File: config.mk
export PLATFORM = sky130hd
export DESIGN_NAME = sec_count_ctrl
export DESIGN_NICKNAME = d
export VERILOG_FILES = /design/src/rtl/sec_count_ctrl.sv
export SDC_FILE = /design/constraint.sdc
export NUM_CORES = 1
export LEC_CHECK = 0
export ABC_CLOCK_PERIOD_IN_PS = 5800
export CORE_MARGIN = 1.5
export CORE_UTILIZATION = 45
export CTS_CLUSTER_SIZE = 30
export DETAILED_ROUTE_END_ITERATION = 10
export PLACE_DENSITY = 0.69
export SETUP_SLACK_MARGIN = 0.05
export SLEW_MARGIN = 10
export SYNTH_ARGS = -nofsm -noshare
export SYNTH_HDL_FRONTEND = slang
export SYNTH_SLANG_ARGS = --single-unit
File: constraint.sdc
create_clock -name clk -period 5.8 [get_ports clk]
set_input_delay 1.16 -clock clk [delete_from_list [all_inputs] [get_ports clk]]
set_output_delay 1.16 -clock clk [all_outputs]
set_load 0.05 [all_outputs]
File: src/rtl/sec_count_ctrl.sv
// Seconds count source: debounced run/stop button, prescaled up/down 0..MAX_COUNT counter with load.
// Define SEC_COUNT_SATURATE_EN to hold at the terminal value and auto-stop instead of wrapping.
module sec_count_ctrl #(
    parameter int CLK_DIV    = 50_000_000,
    parameter int MAX_COUNT  = 59,
    parameter int DEB_CYCLES = 1_000_000
) (
    input  logic       clk,
    input  logic       reset,
    input  logic       btn_run,
    input  logic       up_dn,
    input  logic       load,
    input  logic [5:0] load_val,
    output logic [5:0] count,
    output logic       carry,
    output logic       running,
    output logic       tick
);
    localparam int PW = $clog2(CLK_DIV);
    localparam int DW = $clog2(DEB_CYCLES + 1);
    localparam logic [PW-1:0] PRE_LAST = PW'(CLK_DIV - 1);
    localparam logic [DW-1:0] DEB_LAST = DW'(DEB_CYCLES - 1);
    localparam logic [5:0]    MAX_VAL  = 6'(MAX_COUNT);

    typedef enum logic {IDLE = 1'b0, RUN = 1'b1} state_t;

    state_t        state, state_nxt;
    logic          sync1, sync2, deb, deb_d, press;
    logic [DW-1:0] deb_cnt;
    logic [PW-1:0] presc;
    logic [5:0]    count_nxt;
    logic          carry_nxt, sat_stop, tick_nxt;

    always_ff @(posedge clk or posedge reset) begin
        if (reset) begin
            sync1   <= 1'b0;
            sync2   <= 1'b0;
            deb     <= 1'b0;
            deb_d   <= 1'b0;
            deb_cnt <= '0;
        end else begin
            sync1 <= btn_run;
            sync2 <= sync1;
            deb_d <= deb;
            if (sync2 == deb) begin
                deb_cnt <= '0;
            end else if (deb_cnt == DEB_LAST) begin
                deb     <= sync2;
                deb_cnt <= '0;
            end else begin
                deb_cnt <= deb_cnt + 1'b1;
            end
        end
    end

    // Only the press (rising debounced edge) toggles run/stop; releases are ignored.
    assign press   = deb & ~deb_d;
    assign running = (state == RUN);

    always_ff @(posedge clk or posedge reset) begin
        if (reset) state <= IDLE;
        else       state <= state_nxt;
    end

    always_comb begin
        state_nxt = state;
        if (press)    state_nxt = (state == IDLE) ? RUN : IDLE;
        if (sat_stop) state_nxt = IDLE;
    end

    always_comb begin
        count_nxt = count;
        carry_nxt = 1'b0;
        sat_stop  = 1'b0;
        if (load) begin
            count_nxt = (load_val > MAX_VAL) ? MAX_VAL : load_val;
        end else if (tick) begin
            if (up_dn) begin
                if (count == MAX_VAL) begin
                    carry_nxt = 1'b1;
`ifdef SEC_COUNT_SATURATE_EN
                    sat_stop  = 1'b1;
`else
                    count_nxt = '0;
`endif
                end else begin
                    count_nxt = count + 6'd1;
                end
            end else begin
                if (count == 6'd0) begin
                    carry_nxt = 1'b1;
`ifdef SEC_COUNT_SATURATE_EN
                    sat_stop  = 1'b1;
`else
                    count_nxt = MAX_VAL;
`endif
                end else begin
                    count_nxt = count - 6'd1;
                end
            end
        end
    end

    // A wrap on the edge that leaves RUN, or that a load restarts, must not emit a tick.
    assign tick_nxt = (state == RUN) && (presc == PRE_LAST) && !load && (state_nxt == RUN);

    always_ff @(posedge clk or posedge reset) begin
        if (reset) begin
            presc <= '0;
            tick  <= 1'b0;
            count <= '0;
            carry <= 1'b0;
        end else begin
            tick  <= tick_nxt;
            count <= count_nxt;
            carry <= carry_nxt;
            if (load)
                presc <= '0;
            else if (state == RUN)
                presc <= (presc == PRE_LAST) ? '0 : presc + 1'b1;
        end
    end
endmodule

==> reports/qor.yml <==
final_layout:
  largest-register: "presc"
  largest_reg_flops: 26
  num_antenna_cells: 0
  seq_area_um2: 1480
  post-route-cell-area_um2: 3740
  syn2layout_area_growth_pct: 15.7
  layout-drive-gt1-share_pct: 7.57
  multiInputGateArea_um2: 1680
  reg_top3: "presc (26), deb_cnt (20), count (6)"
  fin_nets: 394
  fillers: 632
floorplanning:
  row_count: 30
  die_w_um: 87.8
  pin_count: 20
  dieArea_um2: 7710
  initial_core_util_pct: 47.1
  core_um2: 6870
  fp.dieH_um: 87.8
timing:
  tns_ns: 0
  slew_violations: 0
  hold_viol_final: 0
  relSlewSlack_pct: 27.5
  tightest_slew_ns: 1.08
  clock_skew_ns: 0.0156
  rsz0062_at_grt: "false"
  layout_min_cycle_time_ns: 3.24
  fmax_mhz: 309
  setup_viol: 0
  period_share_pct: 55.9
synth:
  synth_top_area_share_pct: 45.6
  syn_inst: 359
  yosysSeqAreaShare_pct: 45.6
  synth.distinct_cells: 48
  async_flop_share_pct: 100
  synth_compound_area_share_pct: 11.4
  syn-mean-instance-area_um2: 9.01
  synthSimpleGateAreaFrac_pct: 29.5
  ys_top_cells_by_area: "dfrtp_1 (46%), nor2_1 (5.6%), xor2_1 (4.3%)"
  synth_area_um2: 3240
  yosysMostFrequentCell: "dfrtp_1"
  synth_mux_area_share_pct: 0.657
  syn_nets: 375
  synthAdderAreaFrac_pct: 1.93
  synth_edf_count: 0
  yosys.area_share.xor_xnor_pct: 8.39
  synth_top_area_cell: "dfrtp_1"
  synth_common_cells: "dfrtp_1 (59), nor2_1 (48), nand2_1 (36), nand3_1 (21), a21oi_1 (19)"
  yosys_warnings: 0
  ys_seq_elements: 59
  synth-main-ff-cell: "dfrtp_1"
  synth_top_family_by_area: "simple AND/OR/NAND/NOR gates"
clock_network:
  clockBufferDepth: 2
  cts_root_buffer: "clkbuf_8"
  cts_setup_buffers: 0
  path_clk_slew_ns: 0.07
  worstSkewPairLatency_ns: 0.35
  cts_max_level: 3
  cts.repair.resized: 0
  cts_sinks: 59
  holdBufCountCts: 0
  tritoncts: "built"
  cts_buffers: 9
global_route:
  grt_first_pass_wirelength_um: 12200
  grt_start_max_net_pins: 60
  grt_overflow_total: 0
  first_global_vias: 2649
  antenna_found_initial: 0
  grt_usage_pct: 20.0
placement:
  dp.final_hpwl_um: 4710
  dpl_cell_area_um2: 3510
  gp_congestion: 0.920
  numPortBuffers: 19
critical_path:
  path_class: "in -> reg"
  critPathLaunchType: "input pin"
  required_ns: 6.05
  end_kind: "flop"
  cp_max_fo: 27
  arrival_ns: 3.49
detailed_routing:
  route.detailed.drc: 0
  wl_per_cell_um: 14.6
  vias_per_cell: 5.64
  final_antenna_net_count: 0
  vias: 2703
  finalWirelength_um: 7010
  drt_iter0_drc: 156
  drt_first_pass_iters: 4
power:
  switching_share_pct: 24.7
  seqPwrFrac_pct: 45.5
  peakVddDrop_mv: 0.166
  switching_power_mw: 0.233
  pwr-share-comb_pct: 7.7
  power_density_nw_per_um2: 252
  p_leak_nw: 1.44
  internal_power_mw: 0.710
  clockPowerShare_pct: 46.8
status:
  status: "finished clean"
run:
  cap_violations: 0
min_path:
  min_path_type: "reg -> reg"
[metal layers]
metal / wire [um] / part of all wire [%] / vias to the layer above / track usage (%)
met5: 0 / 0 / - / 0
met4: 48 / 0.68 / 0 / 7.65
met3: 200 / 2.9 / 4 / 3.58
met2: 3390 / 48 / 41 / 31.9
met1: 3370 / 48 / 1319 / 27.3
li1: - / - / 1339 / -
[critical path, stage by stage]
cell	delay [ns]
clkdlybuf4s50_1	0.45
buf_4	0.28
o2111ai_2	0.18
or3_4	0.39
or4_1	0.55
or3_1	0.32
a21oi_1	0.15
[metrics by stage]
step                hold slack, ns  setup slack [ns]  instances  utilization [%]  power, mW
floorplan                    0.331              2.98        359                -      0.484
global placement             0.332              2.27        463             51.1      0.508
detailed placement           0.336              2.23        463             51.1      0.510
CTS                          0.351              2.58        479             54.5      0.950
global route                 0.371              2.46        479             54.5      0.980
finish                       0.353              2.56        479             54.5      0.943
[placed cells by master (no fill, tap or decap), types with 12 or more instances in the layout]
cell             netlist  layout
nor2_1                48      48
clkdlybuf4s50_1        0      19
o21ai_0               13      13
nor3_1                12      12
a21oi_1               19      19
dfrtp_1               59      59
xnor2_1               15      15
nand2_1               36      36
nand4_1               13      13
nand3_1               21      21
nor4_1                12      12
xor2_1                16      16
[final cells by class]
cell class	instances	area share [%]
Clock buffer	11	4.05
Clock inverter	5	2.24
Inverter	7	0.702
Multi-Input combinational cell	280	44.9
Sequential cell	59	39.5
Tap cell	96	3.21
Timing Repair Buffer	21	5.48
[logic make-up after synthesis]
family,Yosys count
simple gates,185
flops,59
compound gates,57
xor+xnor,31
buf+inv,20
fa+ha+maj,5
mux,2
[path summary, 6_finish.rpt]
check,startpoint,end,slack (ns),cells after the start
min in group asynchronous,reset,presc[14]$_DFFE_PP0P_,1.34,3
setup / recovery,load,presc[21]$_DFFE_PP0P_,2.56,7
hold reg to reg,sync1$_DFF_PP0_,sync2$_DFF_PP0_,0.35,0
hold / removal,sync1$_DFF_PP0_,sync2$_DFF_PP0_,0.35,0
max in group asynchronous,reset,deb_cnt[17]$_DFF_PP0_,3.94,3
setup reg to reg,presc[0]$_DFFE_PP0P_,presc[20]$_DFFE_PP0P_,3.07,6
[power groups by stage]
stage               Sequential, mW  Clock [mW]  Combinational (mW)
finish                       0.429       0.441              0.0723
global route                 0.431       0.470              0.0802
CTS                          0.429       0.448              0.0733
detailed placement           0.437           0              0.0729
global placement             0.436           0              0.0714
floorplan                    0.445           0              0.0386
Note: power is estimated with default switching activity, not from simulation.
